<file path="src/rtl/id_lifecycle_tracker.sv">
// id_lifecycle_tracker: circular instruction-ID pool with a per-ID lifecycle table (FREE/PRE/INFLIGHT).
// Define ID_TRACKER_OCCUPANCY_EN to add the inflight_count / inflight_hwm occupancy outputs.
module id_lifecycle_tracker #(
    parameter  int unsigned MAX_IDS            = 8,
    parameter  int unsigned NUM_COMPLETE_PORTS = 3,
    localparam int unsigned IDW                = $clog2(MAX_IDS),
    localparam int unsigned RW                 = $clog2(NUM_COMPLETE_PORTS + 1)
) (
    input  logic                              clk,
    input  logic                              rst,
    input  logic                              gc_init_clear,
    input  logic                              gc_fetch_flush,
    output logic [IDW-1:0]                    pc_id,
    output logic                              pc_id_available,
    input  logic                              pc_id_assigned,
    output logic [IDW-1:0]                    fetch_id,
    input  logic                              fetch_complete,
    output logic [IDW-1:0]                    decode_id,
    output logic                              decode_valid,
    input  logic                              decode_advance,
    input  logic                              issue_valid,
    input  logic [IDW-1:0]                    issue_id,
    input  logic                              instruction_issued,
    input  logic [NUM_COMPLETE_PORTS-1:0]     complete_valid,
    input  logic [NUM_COMPLETE_PORTS*IDW-1:0] complete_id,
    output logic [RW-1:0]                     retire_inc,
`ifdef ID_TRACKER_OCCUPANCY_EN
    output logic [IDW:0]                      inflight_count,
    output logic [IDW:0]                      inflight_hwm,
`endif
    output logic                              clearing,
    output logic                              protocol_error
);

    typedef enum logic [1:0] {
        ST_CLEAR = 2'd0,
        ST_RUN   = 2'd1,
        ST_FLUSH = 2'd2
    } state_t;

    localparam logic [1:0] E_FREE     = 2'd0;
    localparam logic [1:0] E_PRE      = 2'd1;
    localparam logic [1:0] E_INFLIGHT = 2'd2;

    state_t         state_q, state_d;
    logic [IDW-1:0] clear_idx_q, clear_idx_d;
    logic [IDW-1:0] pc_id_d, fetch_id_d, decode_id_d;
    logic [IDW:0]   fetched_q, fetched_d;
    logic [IDW-1:0] flush_ptr_q, flush_ptr_d;
    logic [IDW:0]   flush_left_q, flush_left_d;
    logic [1:0]     table_q [MAX_IDS];
    logic [1:0]     table_d [MAX_IDS];
    logic [IDW-1:0] cids    [NUM_COMPLETE_PORTS];
    logic [RW-1:0]  comp_cnt;
    logic           err_d;
    logic           active, run, adv_ok, alloc_ok;
    logic [IDW-1:0] dec_new;

    for (genvar g = 0; g < NUM_COMPLETE_PORTS; g++) begin : g_unpack
        assign cids[g] = complete_id[g*IDW +: IDW];
    end

    // Next-state, pointer and table-write logic; later writes carry higher priority
    always_comb begin
        state_d      = state_q;
        clear_idx_d  = clear_idx_q;
        pc_id_d      = pc_id;
        fetch_id_d   = fetch_id;
        decode_id_d  = decode_id;
        fetched_d    = fetched_q;
        flush_ptr_d  = flush_ptr_q;
        flush_left_d = flush_left_q;
        table_d      = table_q;
        comp_cnt     = '0;
        err_d        = 1'b0;
        active       = (state_q != ST_CLEAR);
        run          = (state_q == ST_RUN);
        adv_ok       = run & decode_advance & decode_valid;
        alloc_ok     = run & pc_id_assigned & pc_id_available & ~gc_fetch_flush;
        dec_new      = decode_id + IDW'(adv_ok);

        if (run & pc_id_assigned & ~pc_id_available) err_d = 1'b1;
        if (run & decode_advance & ~decode_valid)    err_d = 1'b1;

        case (state_q)
            ST_CLEAR: begin
                table_d[clear_idx_q] = E_FREE;
                clear_idx_d          = clear_idx_q + IDW'(1);
                if (clear_idx_q == IDW'(MAX_IDS - 1)) state_d = ST_RUN;
            end
            ST_RUN: begin
                if (alloc_ok) begin
                    table_d[pc_id] = E_PRE;
                    pc_id_d        = pc_id + IDW'(1);
                end
                if (fetch_complete) fetch_id_d = fetch_id + IDW'(1);
                decode_id_d = dec_new;
                fetched_d   = fetched_q + (IDW+1)'(fetch_complete) - (IDW+1)'(adv_ok);
                if (gc_fetch_flush) begin
                    pc_id_d      = dec_new;
                    fetch_id_d   = dec_new;
                    fetched_d    = '0;
                    flush_ptr_d  = dec_new;
                    flush_left_d = {1'b0, IDW'(pc_id - dec_new)};
                    if (issue_valid & ~instruction_issued) table_d[issue_id] = E_FREE;
                    state_d = ST_FLUSH;
                end
            end
            ST_FLUSH: begin
                if (flush_left_q != '0) begin
                    if (table_q[flush_ptr_q] == E_PRE) table_d[flush_ptr_q] = E_FREE;
                    flush_ptr_d  = flush_ptr_q + IDW'(1);
                    flush_left_d = flush_left_q - (IDW+1)'(1);
                end
                if (flush_left_q <= (IDW+1)'(1)) state_d = ST_RUN;
            end
            default: state_d = ST_CLEAR;
        endcase

        if (active && instruction_issued) begin
            table_d[issue_id] = E_INFLIGHT;
            if (alloc_ok && (issue_id == pc_id)) err_d = 1'b1;
        end

        // Completion ports free their IDs and flag illegal or duplicate frees
        if (active) begin
            for (int unsigned p = 0; p < NUM_COMPLETE_PORTS; p++) begin
                if (complete_valid[p]) begin
                    table_d[cids[p]] = E_FREE;
                    comp_cnt         = comp_cnt + RW'(1);
                    if (table_q[cids[p]] != E_INFLIGHT) err_d = 1'b1;
                    if (instruction_issued && (issue_id == cids[p])) err_d = 1'b1;
                    for (int unsigned q = 0; q < p; q++) begin
                        if (complete_valid[q] && (cids[q] == cids[p])) err_d = 1'b1;
                    end
                end
            end
        end

        if (gc_init_clear) begin
            state_d      = ST_CLEAR;
            clear_idx_d  = '0;
            pc_id_d      = '0;
            fetch_id_d   = '0;
            decode_id_d  = '0;
            fetched_d    = '0;
            flush_ptr_d  = '0;
            flush_left_d = '0;
        end
    end

    always_ff @(posedge clk) begin
        table_q <= table_d;
    end

    always_ff @(posedge clk or negedge rst) begin
        if (!rst) begin
            state_q         <= ST_CLEAR;
            clear_idx_q     <= '0;
            pc_id           <= '0;
            fetch_id        <= '0;
            decode_id       <= '0;
            fetched_q       <= '0;
            flush_ptr_q     <= '0;
            flush_left_q    <= '0;
            pc_id_available <= 1'b0;
            decode_valid    <= 1'b0;
            retire_inc      <= '0;
            clearing        <= 1'b1;
            protocol_error  <= 1'b0;
        end else begin
            state_q         <= state_d;
            clear_idx_q     <= clear_idx_d;
            pc_id           <= pc_id_d;
            fetch_id        <= fetch_id_d;
            decode_id       <= decode_id_d;
            fetched_q       <= fetched_d;
            flush_ptr_q     <= flush_ptr_d;
            flush_left_q    <= flush_left_d;
            pc_id_available <= (table_d[pc_id_d] == E_FREE) && (state_d == ST_RUN);
            decode_valid    <= (fetched_d != '0);
            retire_inc      <= comp_cnt;
            clearing        <= (state_d == ST_CLEAR);
            protocol_error  <= protocol_error | err_d;
        end
    end

`ifdef ID_TRACKER_OCCUPANCY_EN
    logic [IDW:0] inflight_d;

    // Occupancy: issues minus completions, zeroed by any clear sweep
    always_comb begin
        inflight_d = inflight_count;
        if ((state_q == ST_CLEAR) || gc_init_clear) begin
            inflight_d = '0;
        end else begin
            inflight_d = inflight_count + (IDW+1)'(instruction_issued) - (IDW+1)'(comp_cnt);
        end
    end

    always_ff @(posedge clk or negedge rst) begin
        if (!rst) begin
            inflight_count <= '0;
            inflight_hwm   <= '0;
        end else begin
            inflight_count <= inflight_d;
            if (inflight_d > inflight_hwm) inflight_hwm <= inflight_d;
        end
    end
`endif

endmodule

</file>
<file path="config.mk">
export PLATFORM = sky130hd
export DESIGN_NAME = id_lifecycle_tracker
export DESIGN_NICKNAME = d
export VERILOG_FILES = /design/src/rtl/id_lifecycle_tracker.sv
export SDC_FILE = /design/constraint.sdc
export NUM_CORES = 1
export LEC_CHECK = 0
export ABC_CLOCK_PERIOD_IN_PS = 3350
export CORE_AREA = 3 3 94 96
export CTS_BUF_LIST = sky130_fd_sc_hd__clkbuf_4 sky130_fd_sc_hd__clkbuf_8
export DETAILED_ROUTE_END_ITERATION = 16
export DIE_AREA = 0 0 97 99
export PLACE_DENSITY = 0.83
export SLEW_MARGIN = 20
export SYNTH_ARGS = -nofsm -noshare
export SYNTH_HDL_FRONTEND = slang
export SYNTH_SLANG_ARGS = --single-unit
export TNS_END_PERCENT = 5
</file>
<file path="constraint.sdc">
create_clock -name clk -period 3.35 [get_ports clk]
set_input_delay 0.335 -clock clk [delete_from_list [all_inputs] [get_ports clk]]
set_output_delay 0.335 -clock clk [all_outputs]
set_load 0.02 [all_outputs]
</file>
; ---- Word level (Yosys, flattened, before mapping)
; Index checks and enable logic that the tools add are counted.
[totals]
word_cells = 226
out_inout_bits = 15
ff_bits = 47
in_bits = 24
[classes]
addsub = 11
bitwise = 39
magnitude_cmp = 16
n_reduce_logical = 28
n_eq_ne = 17
n_mux = 94
[op_table]
columns = operator, count
row1 = $mux W16, 13
row2 = $and A16 B16 Y16, 6
row3 = $not A16 Y16, 6
row4 = $mux W2, 26
row5 = $pmux W16 S3, 1
row6 = $mux W3, 15
row7 = $demux W2 S3, 7
row8 = $ge A4 B4 Y1 const B, 8
row9 = $not A3 Y4, 8
row10 = $bmux W2 S3, 5
row11 = $lt A4 B1 Y1 const B, 7
row12 = $mux W4, 6
row13 = $eq A3 B3 Y1, 7
row14 = $mux W1, 18
row15 = $and A8 B8 Y8, 2
row16 = $logic_and A1 B1 Y1, 16
row17 = $not A8 Y8, 2
row18 = $or A8 B8 Y8, 2
row19 = $add A3 B1 Y3 const B, 4
row20 = $and A1 B1 Y1, 8
row21 = $pmux W4 S2, 1
row22 = $reduce_bool A4 Y1, 2
row23 = $eq A2 B1 Y1 const B, 3
row24 = $logic_not A2 Y1, 3
row25 = 19 further kinds, 29

; ---- Depth between registers and ports, before layout
; Gate-level depths: netlist of the first run.
[logic_depth]
depth_word = 29
mapped_depth = 15
depth_no_buf = 13

; ---- Worst setup path before layout of the first run
; Ideal clock, no wire load.
[synth_path]
path_type = register to register
startpoint = register state_q[1]
endpoint = register decode_valid
stages_incl_launch_ff = 16
required_ns = 3.211
t_arrival_ns = 2.829
setup_slack_ns = 0.382
cell_sequence = dfrtp_1 > nor2b_2 > clkbuf_8 > clkbuf_1 > and3_1 > ha_1 > inv_1 > ha_1 > a21o_1 > a21oi_1 > xnor2_1 > or3_1 > a21oi_1 > a21oi_1 > nor2_1 > or4_1
[synth_between]
elab_chain_len = 8
[synth_lines]
columns = item, line
row1 = "start, declared", 45  ; state_t state_q, state_d;
row2 = "start signal, assigned", 172  ; state_q <= state_d;
row3 = $eq A2 B1 Y1 *, "77, 85"
row4 = $and A1 B1 Y1 (2 in a row), 78  ; adv_ok = run & decode_advance & decode_valid;
row5 = $sub A4 B1 Y4, 98  ; fetched_d = fetched_q + (IDW+1)'(fetch_complete) - (IDW+1)'(adv_ok);
row6 = $mux W4, 99  ; if (gc_fetch_flush) begin
row7 = $mux W4 *, 85  ; case (state_q)
row8 = $mux W4 *, 140  ; if (gc_init_clear) begin
row9 = via fetched_d[3], 48  ; logic [IDW:0] fetched_q, fetched_d;
row10 = $reduce_bool A4 Y1 *, 181  ; decode_valid <= (fetched_d != '0);
row11 = "end signal, assigned", 181
row12 = "end, declared", 19  ; output logic decode_valid,
; Mark *: on every way through the listed nets, which the timed path passes. The rest lies on a longest branch.
; A chain may end at the register's enable or synchronous reset.

==> results.sh, run 1 <==
export IMPL_synth_distinct_cells=83
export IMPL_end_kind="flop"
export IMPL_seq_area_frac_synth_pct=25.91
export IMPL_clkSinkCount=47
export IMPL_placementRows=33
export IMPL_synth_common_cells="46 x nand2_1, 41 x a21oi_1, 36 x nor2_1, 30 x dfrtp_1"
export IMPL_setup_ws_ps=598.4
export IMPL_routed_via_count=4149
export IMPL_cts_hold_repair_buffers=0
export IMPL_largest_net_degree_at_the_start_of_global_routing=32
export IMPL_postSynthNetCount=553
export IMPL_gp_congestion=0.9933
export IMPL_timing_critical_path_required_ps=3550
export IMPL_start_kind="flop"
export IMPL_detail_route_drc_violations=0
export IMPL_muxShareOfSynthArea_pct=4.461
export IMPL_synth_cell_area_sq_um=4235
export IMPL_number_of_enable_type_register_cells_in_the_synthesized_netlist=0
export IMPL_final_max_slew_violation_count=0
export IMPL_half_perimeter_wire_length_after_detailed_placement_um=9062
export IMPL_first_global_vias=3908
export IMPL_postCtsResizedCells=0
export IMPL_avgSynthCellArea_sq_um=8.288
export IMPL_grt_pass1_wl_um=19910
export IMPL_synth_largest_area_cell="dfrtp_1"
export IMPL_post_place_worst_slack_ps=448.8
export IMPL_drt_iter0_drc=344
export IMPL_antenna_diode_count=0
export IMPL_die_w_um=97
export IMPL_via_per_inst=6.443
export IMPL_routed_wl_um=12060
export IMPL_reported_max_cap_violation_count=0
export IMPL_timing_final_setup_violations=0
export IMPL_numCtsBuffers=5
export IMPL_grt_antenna_before_repair=0
export IMPL_fin_crit_ps=2752
export IMPL_synthTopCellsByArea="dfrtp_1 18%, dfxtp_1 7.6%, xnor2_1 5.0%, a21oi_1 4.8%, ha_1 4.7%"
export IMPL_fin_worst_hold_slack_ps=409.7
export IMPL_finalClockSkew_ps=2.614
export IMPL_worstPathMaxFanout=16
export IMPL_post_cts_setup_buffers=0
export IMPL_floorplan_core_area_sq_um=8134
export IMPL_power_per_cell_area_nw_per_um2=255.0
export IMPL_leakage_uw=0.001815
export IMPL_clkTransAtPathRegs_ps=100
export IMPL_fmax_ghz=0.3634
export IMPL_synth_xor_area_share_pct=5.997
export IMPL_report_final_hold_viol_count=0
export IMPL_io_buffers=38
export IMPL_worst_ep_arrival_time_ps=2950
export IMPL_yosys_area_top_type_share_pct=17.73
export IMPL_ws_path_type="reg -> reg"
export IMPL_synth_adder_area_share_pct=5.672
export IMPL_min_path_type="in -> async"
export IMPL_die_area_sq_um=9603
export IMPL_routed_wire_length_per_instance_um=18.73
export IMPL_yosys_register_bits=47
export IMPL_cts_htree_levels=2
export IMPL_asyncSetResetFlopFracSynth_pct=65.96
export IMPL_clock_latency_ps=310
export IMPL_gr_usage_all_layers_pct=25.27
export IMPL_synth_most_common_cell="nand2_1"
export IMPL_synth_flop_cell="dfrtp_1"
export IMPL_start_util_pct=52.07
export IMPL_peakVddDrop_v=0.0001627
export IMPL_cts_root_buffer="clkbuf_8"
export IMPL_cts_tree="yes"
export IMPL_layout_worst_path_cycle_share_pct=82.14
export IMPL_num_io_pins=39
export IMPL_grt_overflow_total=0
export IMPL_timing_max_slew_rel_slack_pct=52.81
export IMPL_synth_simple_gate_area_share_pct=28.15
export IMPL_status="complete, no violations"
export IMPL_cts_max_path_buffers=2
export IMPL_combinational_family_with_the_most_area_after_synthesis="simple AND/OR/NAND/NOR gates"
export IMPL_layout_nets=580
export IMPL_timing_reg2reg_setup_slack_ps=600
export IMPL_post_route_util_pct=58.22
export IMPL_postRouteAntennaNets=0
export IMPL_rsz_0062_raised_after_global_routing="no"
export IMPL_synth_yosys_warnings=0
export IMPL_drive_above_1_share_pct=12.24
export IMPL_dieHeight_um=99
export IMPL_synthesis_instances=511
export IMPL_dr_pass1_iters=5
export IMPL_synth_compound_gate_area_share_pct=21.18
export IMPL_flow_area_growth_from_synthesis_pct=11.82
export IMPL_totalNegativeSetupSlack_ps=0
export IMPL_max_slew_worst_pin_slew_ps=701.4
## sequential cells by signal, indices dropped and copies added (netlist names)
signal           cells
flush_left_q         4
pc_id                3
clearing             1
table_q             16
fetched_q            4
flush_ptr_q          3
protocol_error       1
fetch_id             3
decode_id            3
pc_id_available      1
retire_inc           2
state_q              2
clear_idx_q          3
decode_valid         1
## layout by cell type (no fill, tap or decap), types with 3 or more instances in the layout
master / n
nor4bb_1: 3
o31a_1: 5
clkdlybuf4s50_1: 38
nor4_1: 5
a31oi_1: 15
nor3b_1: 6
mux4_2: 6
xnor2_1: 24
inv_1: 21
clkbuf_8: 6
or3_1: 3
nor2b_1: 16
nor2_1: 36
a221oi_1: 4
o21ai_0: 24
nor3_2: 3
dfrtp_1: 30
nand4b_1: 6
nand3_1: 17
ha_1: 16
and3_1: 5
o211ai_1: 5
dfxtp_1: 16
buf_4: 23
xor2_1: 5
nand2b_1: 9
nand2_1: 46
o31ai_1: 7
nor3_1: 17
a21oi_1: 41
a211oi_1: 3
and2_2: 3
nand4_1: 11
## critical path: stages (launching register included)
cell      delay, ps
dfrtp_1         380
buf_4           230
nor2_1          180
buf_4           230
nor4_1          600
o21ai_0         170
o22ai_1         260
nor2_1          130
a31oi_1         200
o211ai_1        110
o311a_1         140
## cells by family after synthesis
| family | count (synthesis) |
|---|---|
| adders and majority gates | 18 |
| DFF | 47 |
| buffers and inverters | 63 |
| AOI/OAI and AO/OA | 135 |
| muxes | 10 |
| xor gates and xnor gates | 29 |
| and+or+nand+nor | 209 |
## path summary, 6_finish.rpt
kind / startpoint / to / depth (start not counted)
hold / removal: rst / fetch_id[0]$_DFFE_PN0P_ / 2
hold reg to reg: protocol_error$_DFF_PN0_ / protocol_error$_DFF_PN0_ / 2
max in group asynchronous: rst / clearing$_DFF_PN1_ / 2
setup / recovery: state_q[1]$_DFF_PN0_ / pc_id_available$_DFF_PN0_ / 10
min in group clk: protocol_error$_DFF_PN0_ / protocol_error$_DFF_PN0_ / 2
setup reg to reg: state_q[1]$_DFF_PN0_ / pc_id_available$_DFF_PN0_ / 10
## area by class of cell
type	count	area, sq um
inverters	22	82.58
fillers	747	3398
clock buffers	6	82.58
multi-input cells	401	2773
well taps	105	131.4
repair buffers	61	553.0
flip-flops and latches	47	1097
clock inverters	2	16.27
## report_power, final
group	internal (uW)	leakage (uW)	switching, uW
registers	575	0.000552	15.9
logic	103	0.00122	130
clock network	169	0.0000474	216
## routing by layer
layer / routed length [um] / vias to the layer above / GRT usage (%)
li1: - / 1913 / -
met1: 5194 / 1979 / 35.90
met2: 5581 / 230 / 39.70
met3: 1058 / 27 / 4.600
met4: 230 / 0 / 6.695
met5: 0 / - / 0
## metrics by stage
| stage | cell area (sq um) | power [uW] | instances |
|---|---|---|---|
| after floorplan | 4235 | 745.5 | 511 |
| after global placement | 4637 | 823.2 | 636 |
| after detailed placement | 4637 | 829.6 | 636 |
| after CTS | 4736 | 1208 | 644 |
| after global routing | 4736 | 1258 | 644 |
| final | 4736 | 1208 | 644 |
Note: power is estimated with default switching activity, not from simulation.
==> run 2, diff against run 1 <==
--- a/config.mk
+++ b/config.mk
@@ -5,12 +5,12 @@
 export SDC_FILE = /design/constraint.sdc
 export NUM_CORES = 1
 export LEC_CHECK = 0
-export ABC_CLOCK_PERIOD_IN_PS = 3350
+export ABC_CLOCK_PERIOD_IN_PS = 2200
 export CORE_AREA = 3 3 94 96
 export CTS_BUF_LIST = sky130_fd_sc_hd__clkbuf_4 sky130_fd_sc_hd__clkbuf_8
 export DETAILED_ROUTE_END_ITERATION = 16
 export DIE_AREA = 0 0 97 99
-export PLACE_DENSITY = 0.83
+export PLACE_DENSITY = 0.86
 export SLEW_MARGIN = 20
 export SYNTH_ARGS = -nofsm -noshare
 export SYNTH_HDL_FRONTEND = slang
==> constraint.sdc (replaced) <==
create_clock -name clk -period 2.2 [get_ports clk]
set_input_delay 0.22 -clock clk [delete_from_list [all_inputs] [get_ports clk]]
set_output_delay 0.22 -clock clk [all_outputs]
set_load 0.02 [all_outputs]
==> run 2 against run 1 <==
  * The flow now finishes with violations (negative setup slack)
  * Design area rose by 24%
  * Worst hold slack got worse by 120 ps
  * Critical path depth rose by 3
  * Global-route usage rose by 5.0 points
  * Register-to-register slack got worse by 950 ps
  * Final cell count rose by 20%
  * Combinational power rose by 99%
  * First-iteration DRC count rose by 49%
  * Clock power rose by 110%
  * Via count rose by 16%
  * Worst setup slack got worse by 950 ps
  * Sequential power rose by 52%
  * Largest power group unchanged
==> results.sh, run 2 (same netlist as run 1, synthesis figures left out) <==
export IMPL_power_spent_charging_and_discharging_nets_uw=602.0
export IMPL_dieHeight_um=99
export IMPL_slowest_library_cell_on_the_worst_path="dfrtp_1"
export IMPL_power_combinational_fraction_pct=21.3
export IMPL_layout_nets=709
export IMPL_routed_wire_length_per_instance_um=19.02
export IMPL_clock_latency_ps=320
export IMPL_timing_final_setup_violations=5
export IMPL_worstPathMaxFanout=2
export IMPL_first_global_vias=4665
export IMPL_timing_critical_path_buf_inv=1
export IMPL_io_buffers=38
export IMPL_clkTransAtPathRegs_ps=110
export IMPL_worst_ep_arrival_time_ps=2740
export IMPL_flow_area_growth_from_synthesis_pct=39.14
export IMPL_drt_iter0_drc=513
export IMPL_dr_pass1_iters=5
export IMPL_path_cells="nor2b_4, and3_4, ha_4, inv_2, ha_4, a21o_1, a21oi_2, xnor2_2, or3_1, a21oi_2, a21oi_1, nor2_1, or4_1"
export IMPL_grt_antenna_before_repair=0
export IMPL_cts_hold_repair_buffers=0
export IMPL_worstReg2RegStart="state_q[0]$_DFF_PN0_"
export IMPL_grt_overflow_total=0
export IMPL_status="finished, violations left"
export IMPL_die_area_sq_um=9603
export IMPL_cts_htree_levels=2
export IMPL_die_w_um=97
export IMPL_via_per_inst=6.234
export IMPL_violations="negative setup slack"
export IMPL_place_detailed_instances=764
export IMPL_placementRows=33
export IMPL_post_route_cell_area_sq_um=5893
export IMPL_critPathMaxStageDelay_ps=410
export IMPL_setup_ws_ps=-352.1
export IMPL_clock_power_share_pct=37.4
export IMPL_max_slew_worst_pin_slew_ps=435.3
export IMPL_floorplan_core_area_sq_um=8134
export IMPL_routed_via_count=4819
export IMPL_max_flop_register="table_q"
export IMPL_reported_max_cap_violation_count=0
export IMPL_layout_worst_path_cycle_share_pct=116.0
export IMPL_leakage_uw=0.002484
export IMPL_cpLargestDelayFamily="simple AND/OR/NAND/NOR gates"
export IMPL_fin_crit_ps=2552
export IMPL_finalNonFillerCells=773
export IMPL_power_switching_share_pct=27.74
export IMPL_drive_above_1_share_pct=32.78
export IMPL_gr_usage_all_layers_pct=30.24
export IMPL_most_frequent_cells_in_the_layout="151 x buf_4, 46 x nand2_1, 39 x a21oi_1"
export IMPL_cts_root_buffer="clkbuf_8"
export IMPL_largest_register_ff_count=16
export IMPL_rsz_0062_raised_after_global_routing="yes"
export IMPL_n_fill_cell=581
export IMPL_largest_net_degree_at_the_start_of_global_routing=32
export IMPL_layout_top_registers="table_q: 16 flops, fetched_q: 4 flops, flush_left_q: 4 flops"
export IMPL_half_perimeter_wire_length_after_detailed_placement_um=11520
export IMPL_end_kind="flop"
export IMPL_dp_area_sq_um=5640
export IMPL_cts_tree="yes"
export IMPL_gp_congestion=1.033
export IMPL_worst_r2r_path_depth=13
export IMPL_antenna_diode_count=0
export IMPL_routed_wl_um=14700
export IMPL_post_place_worst_slack_ps=-553.7
export IMPL_finalClockSkew_ps=20.22
export IMPL_internal_power_uw=1568
export IMPL_timing_critical_path_required_ps=2390
export IMPL_seq_power_share_pct=41.3
export IMPL_timing_reg2reg_setup_slack_ps=-350
export IMPL_worst_path_stages=13
export IMPL_power_per_cell_area_nw_per_um2=368.3
export IMPL_report_final_hold_viol_count=0
export IMPL_clkSinkCount=47
export IMPL_numCtsBuffers=5
export IMPL_fmax_ghz=0.3918
export IMPL_postRouteAntennaNets=0
export IMPL_reg2reg_to="decode_valid$_DFF_PN0_"
export IMPL_num_io_pins=39
export IMPL_grt_pass1_wl_um=23320
export IMPL_detail_route_drc_violations=0
export IMPL_cts_max_path_buffers=2
export IMPL_most_common_cell_after_layout_fill_and_taps_aside="buf_4"
export IMPL_ws_path_type="reg -> reg"
export IMPL_total_power_uw=2170
export IMPL_timing_max_slew_rel_slack_pct=70.58
export IMPL_post_route_util_pct=72.45
export IMPL_start_kind="flop"
export IMPL_min_path_type="in -> async"
export IMPL_final_max_slew_violation_count=0
export IMPL_start_util_pct=52.07
export IMPL_peakVddDrop_v=0.0002865
[run 2: changes by cell type in the layout (fill, tap and decap cells not counted), sizes merged]
cell / change
buf: +129
bufinv: +2
clkbuf: -1
clkinv: -1
clkinvlp: -1
inv: +1
[run 2: power groups by stage]
stage	registers (uW)	clock network, uW	logic (uW)
floorplan	904	0	232
global placement	911	0	431
detailed placement	911	0	447
CTS	894	808	452
global route	899	840	500
finish	897	812	461
[run 2: worst max-delay path by stage]
stage / startpoint / end / slack (ps)
final: state_q[0]$_DFF_PN0_ / decode_valid$_DFF_PN0_ / -350
after global routing: state_q[0]$_DFF_PN0_ / decode_valid$_DFF_PN0_ / -440
after CTS: state_q[1]$_DFF_PN0_ / decode_valid$_DFF_PN0_ / -350
after detailed placement: decode_advance / decode_valid$_DFF_PN0_ / -550
after global placement: decode_advance / decode_valid$_DFF_PN0_ / -450
after floorplan: state_q[1]$_DFF_PN0_ / decode_valid$_DFF_PN0_ / -530
[run 2: layout make-up]
class	instances	area [sq um]	area share, %
Inverter	22	82.58	1.401
Sequential cell	47	1101	18.68
Timing Repair Buffer	190	1525	25.88
Clock buffer	5	68.82	1.168
Tap cell	105	131.4	2.229
Clock inverter	3	71.32	1.210
Multi-Input combinational cell	401	2913	49.43
[run 2: layer usage]
| layer | wire, um | GRT usage, % | vias to the layer above |
|---|---|---|---|
| met3 | 1462 | 6.016 | 35 |
| li1 | - | - | 2175 |
| met2 | 6702 | 48.20 | 303 |
| met1 | 6161 | 41.57 | 2306 |
| met5 | 0 | 0 | - |
| met4 | 374 | 9.395 | 0 |
[run 2: metrics by stage]
step	TNS [ps]	hold slack (ps)
floorplan	-1832	-75.59
global placement	-1664	462.0
detailed placement	-2418	467.4
CTS	-936.7	311.0
global route	-1576	336.2
finish	-1075	289.7
[run 2: repair_timing]
| action | CTS | global route |
|---|---|---|
| resized for setup | 9 | 15 |
| pin swaps | 4 | 1 |
| setup endpoints to repair | 5 | 8 |
| setup buffers | 1 | 0 |
==> run 3, diff against run 2 <==
--- a/config.mk
+++ b/config.mk
@@ -5,12 +5,12 @@
 export SDC_FILE = /design/constraint.sdc
 export NUM_CORES = 1
 export LEC_CHECK = 0
-export ABC_CLOCK_PERIOD_IN_PS = 2200
+export ABC_CLOCK_PERIOD_IN_PS = 3000
 export CORE_AREA = 3 3 94 96
 export CTS_BUF_LIST = sky130_fd_sc_hd__clkbuf_4 sky130_fd_sc_hd__clkbuf_8
 export DETAILED_ROUTE_END_ITERATION = 16
 export DIE_AREA = 0 0 97 99
-export PLACE_DENSITY = 0.86
+export PLACE_DENSITY = 0.83
 export SLEW_MARGIN = 20
 export SYNTH_ARGS = -nofsm -noshare
 export SYNTH_HDL_FRONTEND = slang
==> constraint.sdc (replaced) <==
create_clock -name clk -period 3 [get_ports clk]
set_input_delay 0.3 -clock clk [delete_from_list [all_inputs] [get_ports clk]]
set_output_delay 0.3 -clock clk [all_outputs]
set_load 0.02 [all_outputs]
==> run 3 against run 2 <==
  * The run now ends clean
  * Sequential share of layout area is 4.3 points higher
  * Design area is 19% lower
  * First-iteration DRC count is 31% higher
  * Worst setup slack better by 540 ps
  * Count of clock-buffer cells in the layout is 1 higher
  * Clock power is 50% lower
  * Maximum frequency is 9.2% lower
  * Non-clock buffer count is 123 lower
  * Total power is 39% lower
  * Via count is 12% lower
  * Final cell count is 16% lower
  * Largest cell class unchanged
  * Highest routed layer unchanged
==> results.sh, run 3 (same netlist as run 1, synthesis figures left out) <==
export IMPL_status="complete, no violations"
export IMPL_final_max_slew_violation_count=0
export IMPL_totalNegativeSetupSlack_ps=0
export IMPL_clock_latency_ps=320
export IMPL_peakVddDrop_v=0.0002022
export IMPL_half_perimeter_wire_length_after_detailed_placement_um=9162
export IMPL_io_buffers=38
export IMPL_grt_pass1_wl_um=20090
export IMPL_layout_top_registers="table_q: 16 flops, fetched_q: 4 flops, flush_left_q: 4 flops"
export IMPL_antenna_diode_count=0
export IMPL_layout_nets=586
export IMPL_max_slew_worst_pin_slew_ps=770.4
export IMPL_end_kind="flop"
export IMPL_numCtsBuffers=5
export IMPL_dr_pass1_iters=6
export IMPL_gr_usage_all_layers_pct=25.46
export IMPL_timing_final_setup_violations=0
export IMPL_routed_via_count=4261
export IMPL_rsz_0062_raised_after_global_routing="no"
export IMPL_postCtsResizedCells=0
export IMPL_fin_crit_ps=2810
export IMPL_num_io_pins=39
export IMPL_clkSinkCount=47
export IMPL_routed_wl_um=12430
export IMPL_finalClockSkew_ps=12.25
export IMPL_min_path_type="in -> async"
export IMPL_detail_route_drc_violations=0
export IMPL_grtUsageMet3_pct=6.086
export IMPL_dieHeight_um=99
export IMPL_path_cells="inv_1, ha_1, or3b_4, nand3_1, nor3_2, a221oi_1, o21ai_0, a31oi_1, o211ai_1, o311a_1"
export IMPL_largest_net_degree_at_the_start_of_global_routing=32
export IMPL_via_per_inst=6.555
export IMPL_start_kind="flop"
export IMPL_worstPathMaxFanout=5
export IMPL_drt_iter0_drc=670
export IMPL_layout_worst_path_cycle_share_pct=93.66
export IMPL_ws_path_type="reg -> reg"
export IMPL_cts_max_path_buffers=2
export IMPL_post_cts_setup_buffers=0
export IMPL_placementRows=33
export IMPL_slowest_library_cell_on_the_worst_path="a221oi_1"
export IMPL_report_final_hold_viol_count=0
export IMPL_start_util_pct=52.07
export IMPL_reported_max_cap_violation_count=0
export IMPL_fin_worst_hold_slack_ps=356.6
export IMPL_leakage_uw=0.001841
export IMPL_fmax_ghz=0.3559
export IMPL_flow_area_growth_from_synthesis_pct=12.64
export IMPL_die_area_sq_um=9603
export IMPL_floorplan_core_area_sq_um=8134
export IMPL_worst_ep_arrival_time_ps=3010
export IMPL_cts_htree_levels=2
export IMPL_largest_register_ff_count=16
export IMPL_timing_critical_path_required_ps=3200
export IMPL_gp_congestion=1.054
export IMPL_clkTransAtPathRegs_ps=100
export IMPL_drive_above_1_share_pct=13.21
export IMPL_max_flop_register="table_q"
export IMPL_first_global_vias=3985
export IMPL_postRouteAntennaNets=0
export IMPL_critPathMaxStageDelay_ps=540
export IMPL_grt_antenna_before_repair=0
export IMPL_met2_usage_pct=40.50
export IMPL_power_per_cell_area_nw_per_um2=278.7
export IMPL_globalRoute_busiestLayer="met2"
export IMPL_use_met1_pct=34.42
export IMPL_most_common_cell_after_layout_fill_and_taps_aside="nand2_1"
export IMPL_die_w_um=97
export IMPL_routed_wire_length_per_instance_um=19.13
export IMPL_most_frequent_cells_in_the_layout="46 x nand2_1, 41 x a21oi_1, 38 x clkdlybuf4s50_1"
export IMPL_cts_root_buffer="clkbuf_8"
export IMPL_timing_max_slew_rel_slack_pct=48.17
export IMPL_cts_hold_repair_buffers=0
export IMPL_grt_overflow_total=0
export IMPL_cts_tree="yes"
## run 3: changes by cell type in the layout (fill, tap and decap cells not counted), moves of 3 or more
cell / delta
o21ai_1: -3
ha_1: +4
xnor2_1: +3
o21ai_0: +4
xnor2_2: -3
buf_4: -122
ha_4: -4
## run 3: report_power, final
| part | internal, uW | switching (uW) |
|---|---|---|
| Sequential | 642 | 18.1 |
| Combinational | 118 | 148 |
| Clock | 173 | 231 |
## run 3: worst paths after layout
check,from,end,slack [ps],depth (start not counted)
min in group clk,flush_left_q[1]$_DFFE_PN0P_,flush_left_q[1]$_DFFE_PN0P_,480,2
max in group asynchronous,rst,clearing$_DFF_PN1_,2290,2
max,flush_left_q[0]$_DFFE_PN0P_,pc_id_available$_DFF_PN0_,190,10
min,rst,decode_id[0]$_DFFE_PN0P_,360,2
max reg2reg,flush_left_q[0]$_DFFE_PN0P_,pc_id_available$_DFF_PN0_,190,10
min reg2reg,flush_left_q[1]$_DFFE_PN0P_,flush_left_q[1]$_DFFE_PN0P_,480,2
## run 3: metrics by stage
step / setup slack (ps) / area (sq um) / total power [uW] / cells / utilization [%]
after detailed placement: 168.4 / 4682 / 931.0 / 642 / 57.56
after global routing: 129.2 / 4771 / 1380 / 650 / 58.65
after CTS: 309.4 / 4771 / 1325 / 650 / 58.65
after floorplan: 32.41 / 4235 / 832.5 / 511 / -
after global placement: 251.9 / 4682 / 923.2 / 642 / 57.56
final: 190.3 / 4771 / 1329 / 650 / 58.65
## run 3: layer usage
layer / share of wire, % / wire (um)
met4: 2.1 / 263
met2: 46 / 5757
met1: 40 / 4985
met5: 0 / 0
met3: 11 / 1426
## run 3: worst max-delay path: cells and delay by family, from the launching register on
family	cells	cell delay [ps]
AO/OA/AOI/OAI	5	1300
adder cells (fa/ha/maj)	1	210
buffers and inverters	1	90
flip-flops	1	420
AND/OR/NAND/NOR	3	690
## run 3: layout make-up
cell class              instances  area, sq um
fillers                       708         3363
inverters                      22        82.58
clock inverters                 2        12.51
flip-flops and latches         47         1097
multi-input cells             401         2773
repair buffers                 67        598.1
well taps                     105        131.4
clock buffers                   6        76.32
